File: src/rtl/mips_enc_pkg.sv
// Shared types and constants for the MIPS program-loader encoder.
// Holds the command kind enum, the loader FSM states, the opcode/funct
// constants (shared with the control decoder) and field-packing helpers.
package mips_enc_pkg;

  typedef enum logic [3:0] {
    KIND_ADD  = 4'd0,
    KIND_SUB  = 4'd1,
    KIND_AND  = 4'd2,
    KIND_OR   = 4'd3,
    KIND_NOR  = 4'd4,
    KIND_SLL  = 4'd5,
    KIND_SRL  = 4'd6,
    KIND_ADDI = 4'd7,
    KIND_ORI  = 4'd8,
    KIND_ANDI = 4'd9,
    KIND_LUI  = 4'd10,
    KIND_BEQ  = 4'd11,
    KIND_BNE  = 4'd12,
    KIND_J    = 4'd13,
    KIND_JAL  = 4'd14,
    KIND_RSVD = 4'd15
  } kind_e;

  typedef enum logic [1:0] {
    ST_IDLE = 2'd0,
    ST_LOAD = 2'd1,
    ST_DONE = 2'd2
  } state_e;

  localparam logic [5:0] OP_RTYPE = 6'h00;
  localparam logic [5:0] OP_J     = 6'h02;
  localparam logic [5:0] OP_JAL   = 6'h03;
  localparam logic [5:0] OP_BEQ   = 6'h04;
  localparam logic [5:0] OP_BNE   = 6'h05;
  localparam logic [5:0] OP_ADDI  = 6'h08;
  localparam logic [5:0] OP_ANDI  = 6'h0C;
  localparam logic [5:0] OP_ORI   = 6'h0D;
  localparam logic [5:0] OP_LUI   = 6'h0F;

  localparam logic [5:0] FUNCT_SLL = 6'h00;
  localparam logic [5:0] FUNCT_SRL = 6'h02;
  localparam logic [5:0] FUNCT_ADD = 6'h20;
  localparam logic [5:0] FUNCT_SUB = 6'h22;
  localparam logic [5:0] FUNCT_AND = 6'h24;
  localparam logic [5:0] FUNCT_OR  = 6'h25;
  localparam logic [5:0] FUNCT_NOR = 6'h27;

  // R-type: op | rs | rt | rd | shamt | funct
  function automatic logic [31:0] enc_r(input logic [4:0] rs, input logic [4:0] rt,
                                        input logic [4:0] rd, input logic [4:0] shamt,
                                        input logic [5:0] funct);
    return {OP_RTYPE, rs, rt, rd, shamt, funct};
  endfunction

  // I-type: op | rs | rt | imm
  function automatic logic [31:0] enc_i(input logic [5:0] op, input logic [4:0] rs,
                                        input logic [4:0] rt, input logic [15:0] imm);
    return {op, rs, rt, imm};
  endfunction

  // J-type: op | word target
  function automatic logic [31:0] enc_j(input logic [5:0] op, input logic [25:0] tgt);
    return {op, tgt};
  endfunction

endpackage

File: src/rtl/mips_instr_fmt.sv
// Combinational formatter: instruction kind + operand fields -> 32-bit MIPS word.
// Ports: i_kind/i_rs/i_rt/i_rd/i_shamt/i_imm/i_tgt operand inputs;
//        o_word_c encoded word, o_illegal_c set for the reserved kind (word is NOP).
module mips_instr_fmt
  import mips_enc_pkg::*;
(
  input  kind_e       i_kind,
  input  logic [4:0]  i_rs,
  input  logic [4:0]  i_rt,
  input  logic [4:0]  i_rd,
  input  logic [4:0]  i_shamt,
  input  logic [15:0] i_imm,
  input  logic [25:0] i_tgt,
  output logic [31:0] o_word_c,
  output logic        o_illegal_c
);

  // Non-shift R-types carry shamt=0; shifts carry rs=0; LUI carries rs=0.
  always_comb begin
    o_word_c    = 32'h0000_0000;
    o_illegal_c = 1'b0;
    case (i_kind)
      KIND_ADD:  o_word_c = enc_r(i_rs, i_rt, i_rd, 5'd0, FUNCT_ADD);
      KIND_SUB:  o_word_c = enc_r(i_rs, i_rt, i_rd, 5'd0, FUNCT_SUB);
      KIND_AND:  o_word_c = enc_r(i_rs, i_rt, i_rd, 5'd0, FUNCT_AND);
      KIND_OR:   o_word_c = enc_r(i_rs, i_rt, i_rd, 5'd0, FUNCT_OR);
      KIND_NOR:  o_word_c = enc_r(i_rs, i_rt, i_rd, 5'd0, FUNCT_NOR);
      KIND_SLL:  o_word_c = enc_r(5'd0, i_rt, i_rd, i_shamt, FUNCT_SLL);
      KIND_SRL:  o_word_c = enc_r(5'd0, i_rt, i_rd, i_shamt, FUNCT_SRL);
      KIND_ADDI: o_word_c = enc_i(OP_ADDI, i_rs, i_rt, i_imm);
      KIND_ORI:  o_word_c = enc_i(OP_ORI, i_rs, i_rt, i_imm);
      KIND_ANDI: o_word_c = enc_i(OP_ANDI, i_rs, i_rt, i_imm);
      KIND_LUI:  o_word_c = enc_i(OP_LUI, 5'd0, i_rt, i_imm);
      KIND_BEQ:  o_word_c = enc_i(OP_BEQ, i_rs, i_rt, i_imm);
      KIND_BNE:  o_word_c = enc_i(OP_BNE, i_rs, i_rt, i_imm);
      KIND_J:    o_word_c = enc_j(OP_J, i_tgt);
      KIND_JAL:  o_word_c = enc_j(OP_JAL, i_tgt);
      default:   o_illegal_c = 1'b1;
    endcase
  end

endmodule

File: src/rtl/mips_instr_encoder.sv
// Program-loader encoder: accepts symbolic instruction commands over valid/ready,
// encodes each to a MIPS word and writes it sequentially into instruction memory.
// Ports: clk, reset (async active-low); start begins a session at word 0;
//        in_valid/in_ready/in_last command handshake with in_kind and operand fields;
//        mem_we/mem_addr/mem_wdata memory write port; done, full, err (sticky), count.
// Build option: define ENC_BRANCH_REL_EN to treat BEQ/BNE in_imm as an absolute
// destination word index converted to a PC-relative offset.
module mips_instr_encoder
  import mips_enc_pkg::*;
#(
  parameter int unsigned ADDR_W    = 6,
  parameter logic [31:0] BASE_ADDR = 32'h0040_0000
) (
  input  logic              clk,
  input  logic              reset,
  input  logic              start,
  input  logic              in_valid,
  output logic              in_ready,
  input  logic              in_last,
  input  logic [3:0]        in_kind,
  input  logic [4:0]        in_rs,
  input  logic [4:0]        in_rt,
  input  logic [4:0]        in_rd,
  input  logic [4:0]        in_shamt,
  input  logic [15:0]       in_imm,
  input  logic [31:0]       in_target,
  output logic              mem_we,
  output logic [ADDR_W-1:0] mem_addr,
  output logic [31:0]       mem_wdata,
  output logic              done,
  output logic              full,
  output logic              err,
  output logic [ADDR_W:0]   count
);

  localparam int unsigned       CNT_W    = ADDR_W + 1;
  localparam logic [ADDR_W-1:0] LAST_IDX = '1;

  state_e              r_state;
  logic [ADDR_W-1:0]   r_idx;
  logic                r_in_ready;
  logic                r_mem_we;
  logic [ADDR_W-1:0]   r_mem_addr;
  logic [31:0]         r_mem_wdata;
  logic                r_done;
  logic                r_full;
  logic                r_err;
  logic [CNT_W-1:0]    r_count;

  kind_e               w_kind;
  logic [15:0]         w_imm;
  logic [31:0]         w_word;
  logic                w_illegal;
  logic                w_jbad;
  logic                w_accept;
  logic                w_at_end;
  logic                w_unused_tgt;

  assign w_kind       = kind_e'(in_kind);
  assign w_accept     = in_valid & r_in_ready;
  assign w_at_end     = (r_idx == LAST_IDX);
  assign w_unused_tgt = ^in_target[1:0];

  // Jumps can only reach the 256 MB region that holds the program image.
  assign w_jbad = ((w_kind == KIND_J) || (w_kind == KIND_JAL)) &&
                  (in_target[31:28] != BASE_ADDR[31:28]);

`ifdef ENC_BRANCH_REL_EN
  // Branch offset is relative to the delay-slot address (index + 1).
  assign w_imm = ((w_kind == KIND_BEQ) || (w_kind == KIND_BNE))
               ? (in_imm - (16'(r_idx) + 16'd1))
               : in_imm;
`else
  assign w_imm = in_imm;
`endif

  mips_instr_fmt u_fmt (
    .i_kind      (w_kind),
    .i_rs        (in_rs),
    .i_rt        (in_rt),
    .i_rd        (in_rd),
    .i_shamt     (in_shamt),
    .i_imm       (w_imm),
    .i_tgt       (in_target[27:2]),
    .o_word_c    (w_word),
    .o_illegal_c (w_illegal)
  );

  // Session FSM, write index and registered write port.
  always_ff @(posedge clk or negedge reset) begin
    if (!reset) begin
      r_state     <= ST_IDLE;
      r_idx       <= '0;
      r_in_ready  <= 1'b0;
      r_mem_we    <= 1'b0;
      r_mem_addr  <= '0;
      r_mem_wdata <= 32'h0000_0000;
      r_done      <= 1'b0;
      r_full      <= 1'b0;
      r_err       <= 1'b0;
      r_count     <= '0;
    end else begin
      r_mem_we <= 1'b0;
      if (start) begin
        // Fresh session from any state; a same-cycle accept is dropped.
        r_state    <= ST_LOAD;
        r_idx      <= '0;
        r_in_ready <= 1'b1;
        r_done     <= 1'b0;
        r_full     <= 1'b0;
        r_err      <= 1'b0;
        r_count    <= '0;
      end else begin
        case (r_state)
          ST_LOAD: begin
            if (w_accept) begin
              r_mem_we    <= 1'b1;
              r_mem_addr  <= r_idx;
              r_mem_wdata <= w_word;
              r_idx       <= r_idx + ADDR_W'(1);
              r_count     <= r_count + CNT_W'(1);
              if (w_illegal || w_jbad) r_err <= 1'b1;
              if (w_at_end) r_full <= 1'b1;
              if (in_last || w_at_end) begin
                r_state    <= ST_DONE;
                r_done     <= 1'b1;
                r_in_ready <= 1'b0;
              end
            end
          end
          ST_IDLE, ST_DONE: r_in_ready <= 1'b0;
          default: begin
            r_state    <= ST_IDLE;
            r_in_ready <= 1'b0;
          end
        endcase
      end
    end
  end

  assign in_ready  = r_in_ready;
  assign mem_we    = r_mem_we;
  assign mem_addr  = r_mem_addr;
  assign mem_wdata = r_mem_wdata;
  assign done      = r_done;
  assign full      = r_full;
  assign err       = r_err;
  assign count     = r_count;

endmodule

File: config.mk
export PLATFORM = sky130hd
export DESIGN_NAME = mips_instr_encoder
export DESIGN_NICKNAME = d
export VERILOG_FILES = /design/src/rtl/mips_enc_pkg.sv /design/src/rtl/mips_instr_fmt.sv /design/src/rtl/mips_instr_encoder.sv
export SDC_FILE = /design/constraint.sdc
export NUM_CORES = 1
export LEC_CHECK = 0
export ABC_AREA = 1
export BUFFER_PORTS_ARGS = -buffer_cell sky130_fd_sc_hd__clkbuf_2
export CAP_MARGIN = 25
export CORE_ASPECT_RATIO = 0.9
export CORE_MARGIN = 3
export CORE_UTILIZATION = 35
export CTS_CLUSTER_SIZE = 28
export DETAILED_ROUTE_END_ITERATION = 8
export SYNTH_ARGS = -nofsm -noshare
export SYNTH_HDL_FRONTEND = slang
export SYNTH_SLANG_ARGS = --single-unit
File: constraint.sdc
create_clock -name clk -period 1.5 [get_ports clk]
set_clock_uncertainty 0.15 [all_clocks]
set_input_delay 0.3 -clock clk [delete_from_list [all_inputs] [get_ports clk]]
set_output_delay 0.3 -clock clk [all_outputs]
set_load 0.005 [all_outputs]
==> results of run 1 <==
[placed cells by master (no fill, tap or decap), drive strengths merged]
| master | n |
|---|---|
| dlygate4sd3 | 1 |
| nand4 | 3 |
| nand3 | 36 |
| nand2 | 215 |
| o21bai | 1 |
| clkinv | 6 |
| o31ai | 2 |
| ha | 2 |
| nor3 | 1 |
| inv | 27 |
| nor3b | 1 |
| conb | 2 |
| dfrtp | 56 |
| nor2 | 24 |
| o21a | 1 |
| a21oi | 4 |
| o21ai | 25 |
| o22ai | 2 |
| buf | 27 |
| clkbuf | 131 |
| a31oi | 2 |
| a22o | 1 |
[area by class of cell]
| cell class | instances | area [um^2] |
|---|---|---|
| Tap cell | 115 | 144 |
| Clock buffer | 6 | 82.6 |
| Fill cell | 808 | 4000 |
| Sequential cell | 56 | 1400 |
| Timing Repair Buffer | 153 | 968 |
| Clock inverter | 1 | 8.76 |
| Multi-Input combinational cell | 322 | 1520 |
| Inverter | 32 | 133 |
[routing by layer]
layer,vias up,track usage,share of wire
met2,96,0.304,0.46
met4,0,0.0377,0.0083
met1,1432,0.215,0.46
met3,6,0.0472,0.071
li1,1618,-,-
met5,-,0,0
[flip-flops by register name, summed over array words and instances (netlist names)]
name and cells:
count 7, done 1, err 1, full 1, in_ready 1, mem_addr 6, mem_wdata 30, mem_we 1
r_idx 6, r_state 2
[how the worst min path moves through the flow]
stage | startpoint | to | slack (ns) | depth (start not counted)
after floorplan | reset | count[0]$_DFFE_PN0P_ | -0.15 | 0
after global placement | reset | count[3]$_DFFE_PN0P_ | 0.18 | 2
after detailed placement | reset | count[3]$_DFFE_PN0P_ | 0.18 | 2
after CTS | start | err$_DFFE_PN0P_ | 0.08 | 2
after global routing | start | err$_DFFE_PN0P_ | 0.08 | 2
final | start | err$_DFFE_PN0P_ | 0.1 | 2
[report_power, final]
group          internal, mW  leakage [nW]  switching, mW
Clock                 0.370        0.0473          0.497
Sequential             1.74         0.737          0.143
Combinational         0.492          1.63          0.537
[cells by family (layout without fill, tap and decap cells)]
logic type      count (synthesis)  in the layout
fa+ha+maj                       2              2
flops                          56             56
other cells                     1              2
compound gates                 38             38
simple gates                  280            280
buf+inv                        47            192
[per-stage QoR]
stage / instance area, um^2 / hold slack, ns
global placement: 3910 / 0.179
finish: 4260 / 0.0955
global route: 4260 / 0.0819
detailed placement: 3910 / 0.183
CTS: 4030 / 0.0821
floorplan: 3060 / -0.146
[worst max-delay path: cells and delay by family, from the launching register on]
family | cells | cell delay, ns
compound gates | 1 | 0.09
buf+inv | 3 | 0.31
simple gates | 4 | 0.40
flops | 1 | 0.39
[repair_timing]
item,4_1_cts,5_1_grt
endpoints found under the hold margin,56,0
hold buffers,1,0
pin swaps,0,7
setup endpoints to repair,33,33
buffers inserted,0,4
cloned,0,3
resized for setup,4,35
==> reports/summary.txt, run 1 <==
utilization of the core after routing = 0.516
Power Total = 3.78 mW
Setup crit end = mem_addr[0]$_DFFE_PN0P_
share of the yosys chip area belonging to registers = 0.458
critical path class = reg2reg
CP Data Required Time = 1.56 ns
setup TNS = 0 ns
Syn Area/Cell = 7.21 um^2
Peak supply drop = 456 uV
die area = 9890 um^2
CTS buffer count = 5
vias = 3152
R2R Path End = mem_addr[0]$_DFFE_PN0P_
Top FF cell, synth = dfrtp_1
DP Wirelength = 6.39 mm
CTS tree = built
final hold violation count = 0
Post-synth top cells = 199 x nand2_1, 56 x dfrtp_1, 35 x nand3_1
Compound-Gate Fraction of Synth Area = 0.0684
PnR worst setup slack = 0.0552 ns
GR Overflow Total = 0
area leader, netlist = dfrtp_1
top-area cell type share of the netlist area = 0.458
Final setup viols = 0
area grow syn2layout = 39.4%
worst reg-to-reg setup slack = 0.06 ns
GPL Wtd Cong = 0.791
ANT nets after route = 0
ys async rst share = 1.00
core box area = 8260 um^2
Worst Hold Class = in2reg
largest cells by area after synthesis = dfrtp_1 46%, nand2_1 24%, nand3_1 5.7%
Die Width = 105 um
Max Cap Viol = 0
largest family of logic cells by synthesized area = simple AND/OR/NAND/NOR gates
status = complete, no violations
Std-Cell Rows = 31
Worst setup startpoint = r_state[1]$_DFFE_PN0P_
first-pass GRT wire length = 14.0 mm
Slowest cell on crit path = dfrtp_1
cell mode on critical path = nand2_4
total iterations of the first detailed-routing run = 4
Port Buf Inserts = 122
RSZ-0062 raised after global routing = true
number of diodes = 0
simple logic cell fraction of the synthesized area = 0.386
Starting Density = 0.370
reg2reg start = r_state[1]$_DFFE_PN0P_
placed instance count = 670
H-tree lvl count = 2
startpoint types = register
Clock Pin Slew Worst Setup and Hold Paths = 0.10 ns
number of synthesized flops with an enable pin = 0
FF-to-FF path depth = 8
Critical Path Max Stage Delay = 0.39 ns
xor/xnor share of the synthesized area = 0
Ys Warns = 0
average routed wire per standard cell = 12.7 um
Max clock buf depth = 2
Non-Filler Instances = 685
Synth Cell Area = 3060 um^2
layout cells sized above 1 = 0.370
Post-Synth Adder-Cell Area = 0.00819
CP Max Fanout = 6
Worst setup EP type = register
Tcrit/Tclk final = 0.963
drc violations = 0
pin count of the biggest net entering global routing = 57
vias in the first global route = 3063
Seq cells post-synth = 56
Netlist cell types = 32
vias per cell = 4.60
crit-path cells = inv_2 -> nand2_4 -> nor2_4 -> nand2_4 -> inv_8 -> buf_12 -> nand2_2 -> o21a_1
count leader, synth = nand2_1
Skew-Pair Late Insertion Delay = 0.31 ns
die span in y = 94.7 um
Cells after Synth = 424
minimum clock period after layout = 1.44 ns
Power Density = 888 nW/um^2
mux cell area share after synthesis = 0
clk root buf = clkbuf_8
gr usage total = 0.173
Final Max Slew Viols = 0
Iteration-0 DRC Markers = 104
Max Freq = 692 MHz
initial antenna violation count = 0
worst endpoint data arrival time = 1.50 ns
Lkg Pwr = 2.41 nW
final wirelength = 8.69 mm
fin nets = 649
pre-CTS WS = -0.0587 ns
CTS sink cnt = 56
IO Count = 127
No activity file was read; power rests on OpenSTA's default activity.
==> run 2: changes to the inputs <==
--- a/config.mk
+++ b/config.mk
@@ -5,7 +5,6 @@
 export SDC_FILE = /design/constraint.sdc
 export NUM_CORES = 1
 export LEC_CHECK = 0
-export ABC_AREA = 1
 export BUFFER_PORTS_ARGS = -buffer_cell sky130_fd_sc_hd__clkbuf_2
 export CAP_MARGIN = 25
 export CORE_ASPECT_RATIO = 0.9
@@ -13,6 +12,7 @@
 export CORE_UTILIZATION = 35
 export CTS_CLUSTER_SIZE = 28
 export DETAILED_ROUTE_END_ITERATION = 8
+export SETUP_SLACK_MARGIN = 0.05
 export SYNTH_ARGS = -nofsm -noshare
 export SYNTH_HDL_FRONTEND = slang
 export SYNTH_SLANG_ARGS = --single-unit
==> run 2 against run 1 <==
Against the previous run: the flow now finishes with violations (setup timing); first-iteration DRC count up 68%; combinational power up 17%; critical endpoint is now mem_wdata[28]$_DFFE_PN0P_; synthesized area up 5.7%; final cell count down 5.3%; total power up 5.6%; non-clock buffer count up 28; core utilization down 0.28 points; largest cell class unchanged; sequential share of layout area down 1.7 points.
==> reports/summary.txt, run 2 <==
status = finished, violations left
failing checks = setup timing
Iteration-0 DRC Markers = 175 (+68%)
vias = 3234 (+2.6%)
sequential power share = 0.475 (-0.024)
DP Wirelength = 6.80 mm (+6.4%)
hold_sp = in_imm[9]
total iterations of the first detailed-routing run = 5 (+1)
CTS sink cnt = 56 (unchanged)
layout cells sized above 1 = 0.400 (+0.0298)
die area = 10400 um^2 (+5.4%)
hold path depth = 3 (+1)
Max Cap Viol = 0 (unchanged)
Post-DP Area = 4250 um^2 (+8.6%)
Clock Pin Slew Worst Setup and Hold Paths = 0.11 ns (about the same)
CP Max Fanout = 6 (unchanged)
pin count of the biggest net entering global routing = 28 (-51%)
setup TNS = -0.256 ns (-0.256 ns)
minimum clock period after layout = 1.54 ns (+0.0928 ns)
average routed wire per standard cell = 13.7 um (+7.9%)
Switching Share = 0.324 (+0.0132)
vias in the first global route = 3099 (+1.2%)
Syn Area/Cell = 8.73 um^2 (+21%)
largest cells by area after synthesis = dfrtp_1 43%, nand2_1 7.5%, o21ai_1 3.7%
core box area = 8770 um^2 (+6.1%)
vias per cell = 4.98 (+8.3%)
drc violations = 0 (unchanged)
IO Count = 127 (unchanged)
gr usage total = 0.169 (-0.00452)
die span in y = 97.2 um (+2.6%)
GPL Wtd Cong = 0.849 (+7.3%)
number of diodes = 0 (unchanged)
Top FF cell, synth = dfrtp_1
count leader, synth = nand2_1
ys async rst share = 1.00 (unchanged)
Cells after Synth = 370 (-13%)
Std-Cell Rows = 32 (+3.2%)
R2R Path End = mem_wdata[28]$_DFFE_PN0P_
Starting Density = 0.369 (-0.00140)
final hold violation count = 0 (unchanged)
Post-synth top cells = 65 x nand2_1, 56 x dfrtp_1, 28 x nor2_1
share of the yosys chip area belonging to registers = 0.434 (-0.0248)
Tcrit/Tclk final = 1.03 (+0.0619)
first-pass GRT wire length = 14.5 mm (+3.7%)
Internal Pwr Total = 2.70 mW (+3.6%)
post-route cell area = 4500 um^2 (+5.6%)
NetSw = 1.29 mW (+10%)
GR Overflow Total = 0 (unchanged)
Worst setup EP type = register
FF-to-FF path depth = 6 (-2)
PnR worst setup slack = -0.0377 ns (-0.0928 ns)
final wirelength = 8.89 mm (+2.3%)
worst endpoint data arrival time = 1.60 ns (+0.10 ns)
ANT nets after route = 0 (unchanged)
Final Max Slew Viols = 0 (unchanged)
Skew-Pair Late Insertion Delay = 0.32 ns (about the same)
Power Density = 888 nW/um^2 (about the same)
Netlist cell types = 51 (+59%)
Ys Warns = 0 (unchanged)
clk root buf = clkbuf_8
fin nets = 608 (-6.3%)
critical path class = reg2reg
area leader, netlist = dfrtp_1
Port Buf Inserts = 122 (unchanged)
reg2reg start = r_state[1]$_DFFE_PN0P_
Seq cells post-synth = 56 (unchanged)
CTS tree = built
top-area cell type share of the netlist area = 0.434 (-0.0248)
CP Data Required Time = 1.57 ns (about the same)
RSZ-0062 raised after global routing = true
Max Freq = 650 MHz (-6.0%)
Peak supply drop = 432 uV (-5.2%)
WHS Endpoint = mem_wdata[9]$_DFFE_PN0P_
startpoint types = register
Logic pwr share = 0.299 (+0.027)
Clk pwr share = 0.226 (-0.003)
area grow syn2layout = 39.1%
max FFs per register = 30 (unchanged)
CTS buffer count = 5 (unchanged)
number of synthesized flops with an enable pin = 0 (unchanged)
worst reg-to-reg setup slack = -0.04 ns (-0.09 ns)
Die Width = 107 um (+2.7%)
Worst Hold Class = in2reg
Max clock buf depth = 2 (unchanged)
most frequent cells in the layout = 122 x clkbuf_2, 56 x dfrtp_1, 52 x nand2_1, 46 x buf_4, 28 x nor2_1
initial antenna violation count = 0 (unchanged)
commonest non-fill, non-tap cell in the layout = clkbuf_2
Lkg Pwr = 2.26 nW (-6.4%)
H-tree lvl count = 2 (unchanged)
Final setup viols = 14 (+14)
Synth Cell Area = 3230 um^2 (+5.7%)
run 2: cell types whose count changed in the layout (fill, tap and decap cells not counted), sizes merged, moves of 14 or more:
cell | before | now
a21oi | 4 | 21
buf | 27 | 58
inv | 27 | 13
nand2 | 215 | 65
nand3 | 36 | 3
o21ai | 25 | 39
run 2: final cells by class:
cell class / instances / area (um^2)
fill: 858 / 4270
multi-input combinational: 273 / 1660
sequential: 56 / 1400
timing repair buffer: 181 / 1140
tap: 119 / 149
clock buffer: 5 / 68.8
inverter: 12 / 50.0
clock inverter: 3 / 27.5
run 2: power groups by stage:
stage	combinational, mW	clock (mW)	sequential [mW]
2_1_floorplan	0.522	0	1.92
3_3_place_gp	1.12	0	1.91
3_5_place_dp	1.14	0	1.92
4_1_cts	1.16	0.947	1.89
5_1_grt	1.33	1.00	1.93
6_report	1.20	0.901	1.90
run 2: kinds of logic after synthesis:
kind of cell,Yosys count,share of synthesized area
xor gates and xnor gates,12,0.0325
and+or+nand+nor,143,0.208
adders and majority gates,2,0.00774
AOI/OAI and AO/OA,106,0.222
DFF,56,0.434
muxes,7,0.0217
buffers and inverters,43,0.0732
other,1,0.00116
run 2: worst max-delay path by stage:
stage | from | endpoint | slack (ns)
after floorplan | r_state[1]$_DFFE_PN0P_ | mem_wdata[16]$_DFFE_PN0P_ | 0.05
after detailed placement | in_kind[2] | mem_wdata[18]$_DFFE_PN0P_ | -0.17
after global routing | r_state[1]$_DFFE_PN0P_ | count[6]$_DFFE_PN0P_ | -0.11
final | r_state[1]$_DFFE_PN0P_ | mem_wdata[28]$_DFFE_PN0P_ | -0.04
after CTS | r_state[1]$_DFFE_PN0P_ | count[4]$_DFFE_PN0P_ | -0.03
after global placement | in_kind[3] | mem_wdata[22]$_DFFE_PN0P_ | -0.13
run 2: routing by layer:
metal | wire length (um) | part of all wire | track usage | vias up
li1 | - | - | - | 1634
met1 | 4040 | 0.45 | 0.224 | 1479
met2 | 4180 | 0.47 | 0.278 | 112
met3 | 585 | 0.066 | 0.0405 | 9
met4 | 84 | 0.0095 | 0.0383 | 0
met5 | 0 | 0 | 0 | -
run 2: per-stage QoR:
step	hold slack, ns	std cells	worst slack [ns]	utilization	power [mW]
global placement	0.102	632	-0.134	0.485	3.03
global route	0.113	649	-0.108	0.513	4.27
CTS	0.0934	644	-0.0294	0.502	4.00
finish	0.102	649	-0.0377	0.513	3.99
floorplan	-0.146	371	0.0542	-	2.45
detailed placement	0.101	632	-0.173	0.485	3.05
run 2: what timing repair did:
action	CTS	global route
hold endpoints to repair	12	0
buffers inserted	3	3
hold buffers	1	0
gates cloned	0	2
resized for setup	8	19
setup endpoints to repair	47	50
pin swaps	2	21
run 2: worst max-delay path, cell delays in order (launching register included):
cell and delay [ns]:
dfrtp_1 0.40, and4b_2 0.37, buf_4 0.16, nand2b_4 0.08
buf_2 0.16, nand2_1 0.07, nand2_1 0.05
==> run 3: changes to the inputs <==
--- a/config.mk
+++ b/config.mk
@@ -10,8 +10,9 @@
 export CORE_ASPECT_RATIO = 0.9
 export CORE_MARGIN = 3
 export CORE_UTILIZATION = 35
-export CTS_CLUSTER_SIZE = 28
+export CTS_CLUSTER_SIZE = 10
 export DETAILED_ROUTE_END_ITERATION = 8
+export MAX_ROUTING_LAYER = met4
 export SETUP_SLACK_MARGIN = 0.05
 export SYNTH_ARGS = -nofsm -noshare
 export SYNTH_HDL_FRONTEND = slang
==> run 3 against run 2 <==
Against the previous run: the flow still finishes with violations (setup timing); maximum frequency about the same; routed wire length decreased by 0.46%; combinational power about the same; largest power group unchanged.
==> reports/summary.txt, run 3 (same netlist as run 2, synthesis figures left out) <==
vias = 3225 (-0.28%)
H-tree lvl count = 2 (unchanged)
most frequent cells in the layout = 122 x clkbuf_2, 56 x dfrtp_1, 52 x nand2_1, 46 x buf_4, 28 x nor2_1
clk root buf = clkbuf_8
worst path bufs/invs = 1 (-1)
Std-Cell Rows = 32 (unchanged)
vias in the first global route = 3098 (-0.032%)
Power Density = 888 nW/um^2 (about the same)
PnR worst setup slack = -0.0382 ns (-0.000501 ns)
core box area = 8770 um^2 (unchanged)
CP Data Required Time = 1.57 ns (about the same)
CP Max Fanout = 7 (+1)
initial antenna violation count = 0 (unchanged)
startpoint types = register
minimum clock period after layout = 1.54 ns (+0.000501 ns)
Slowest cell on crit path = dfrtp_1
Skew-Pair Late Insertion Delay = 0.32 ns (about the same)
RSZ-0062 raised after global routing = true
worst endpoint data arrival time = 1.61 ns (about the same)
Worst setup EP type = register
Starting Density = 0.369 (unchanged)
placed instance count = 632 (unchanged)
DP Wirelength = 6.80 mm (unchanged)
gr usage total = 0.174 (+0.00488)
IO Count = 127 (unchanged)
commonest non-fill, non-tap cell in the layout = clkbuf_2
failing checks = setup timing
Top delay family on crit path = simple AND/OR/NAND/NOR gates
total iterations of the first detailed-routing run = 5 (unchanged)
Die Width = 107 um (unchanged)
ANT nets after route = 0 (unchanged)
area grow syn2layout = 39.1% (unchanged)
Max Cap Viol = 0 (unchanged)
GPL Wtd Cong = 0.862 (+1.6%)
Tcrit/Tclk final = 1.03 (about the same)
number of diodes = 0 (unchanged)
first-pass GRT wire length = 14.5 mm (about the same)
final wirelength = 8.85 mm (-0.46%)
crit-path cells = and4b_2 -> buf_4 -> nand4_1 -> xor2_1 -> nor2_1
CTS tree = built
Critical Path Max Stage Delay = 0.40 ns (about the same)
CTS sink cnt = 56 (unchanged)
layout cells sized above 1 = 0.400 (unchanged)
drc violations = 0 (unchanged)
max FFs per register = 30 (unchanged)
Final Max Slew Viols = 0 (unchanged)
FILL cells = 858 (unchanged)
critical path class = reg2reg
die span in y = 97.2 um (unchanged)
setup TNS = -0.269 ns (-0.0131 ns)
die area = 10400 um^2 (unchanged)
Max clock buf depth = 2 (unchanged)
status = finished, violations left
Power Total = 3.99 mW (about the same)
Port Buf Inserts = 122 (unchanged)
Worst Hold Class = in2reg
Max Freq = 650 MHz (about the same)
Iteration-0 DRC Markers = 181 (+3.4%)
CTS buffer count = 5 (unchanged)
average routed wire per standard cell = 13.6 um (-0.46%)
Clock Pin Slew Worst Setup and Hold Paths = 0.12 ns (about the same)
pin count of the biggest net entering global routing = 28 (unchanged)
Non-Filler Instances = 649 (unchanged)
fin nets = 608 (unchanged)
Lkg Pwr = 2.26 nW (unchanged)
vias per cell = 4.97 (-0.28%)
GR Overflow Total = 0 (unchanged)
final hold violation count = 0 (unchanged)
Final setup viols = 14 (unchanged)
Peak supply drop = 432 uV (about the same)
-- run 3: tightest hold or removal path: stages --
cell and delay, ns:
clkbuf_2 0.08, a21oi_1 0.05, o21ai_1 0.10
-- run 3: final cells by class --
cell class / instances / area [um^2] / share of cell area
clock buffer: 5 / 68.8 / 0.0153
clock inverter: 3 / 27.5 / 0.00612
inverter: 12 / 50.0 / 0.0111
multi-input combinational: 273 / 1660 / 0.370
sequential: 56 / 1400 / 0.312
tap: 119 / 149 / 0.0331
timing repair buffer: 181 / 1140 / 0.253
-- run 3: timing repair --
action                                 CTS  global route
endpoints found under the hold margin   12             0
setup buffers                            3             3
gates resized for setup                  8            19
setup endpoints to repair               47            50
hold buffers                             1             0
pin swaps                                2            21
gates cloned                             0             2
-- run 3: metrics by stage --
| step | hold slack [ns] | setup WS, ns | util | area, um^2 |
|---|---|---|---|---|
| final | 0.104 | -0.0382 | 0.513 | 4500 |
| after global routing | 0.113 | -0.107 | 0.513 | 4500 |
| after detailed placement | 0.101 | -0.173 | 0.485 | 4250 |
| after CTS | 0.0934 | -0.0294 | 0.502 | 4400 |
| after global placement | 0.102 | -0.134 | 0.485 | 4250 |
| after floorplan | -0.146 | 0.0542 | - | 3240 |
-- run 3: routing by layer --
| layer | vias up | share of wire | track usage |
|---|---|---|---|
| met5 | - | 0 | - |
| met1 | 1476 | 0.46 | 0.227 |
| met2 | 106 | 0.47 | 0.278 |
| met3 | 9 | 0.065 | 0.0365 |
| met4 | 0 | 0.0098 | 0.0383 |
| li1 | 1634 | - | - |
-- run 3: worst paths after layout --
path	endpoint	from	slack, ns	cells past startpoint
max in group asynchronous	mem_wdata[29]$_DFFE_PN0P_	reset	0.42	3
max reg2reg	count[4]$_DFFE_PN0P_	r_state[1]$_DFFE_PN0P_	-0.04	5
min in group asynchronous	count[5]$_DFFE_PN0P_	reset	0.28	2
max	count[4]$_DFFE_PN0P_	r_state[1]$_DFFE_PN0P_	-0.04	5
min reg2reg	mem_addr[2]$_DFFE_PN0P_	mem_addr[2]$_DFFE_PN0P_	0.34	2
min	mem_wdata[9]$_DFFE_PN0P_	in_imm[9]	0.10	3
-- run 3: where the power goes --
group | leakage [nW] | internal [mW] | switching, mW | total [mW]
clock | 0.0463 | 0.345 | 0.556 | 0.901
combinational | 1.48 | 0.606 | 0.590 | 1.20
sequential | 0.732 | 1.75 | 0.148 | 1.90
total | 2.26 | 2.70 | 1.29 | 3.99
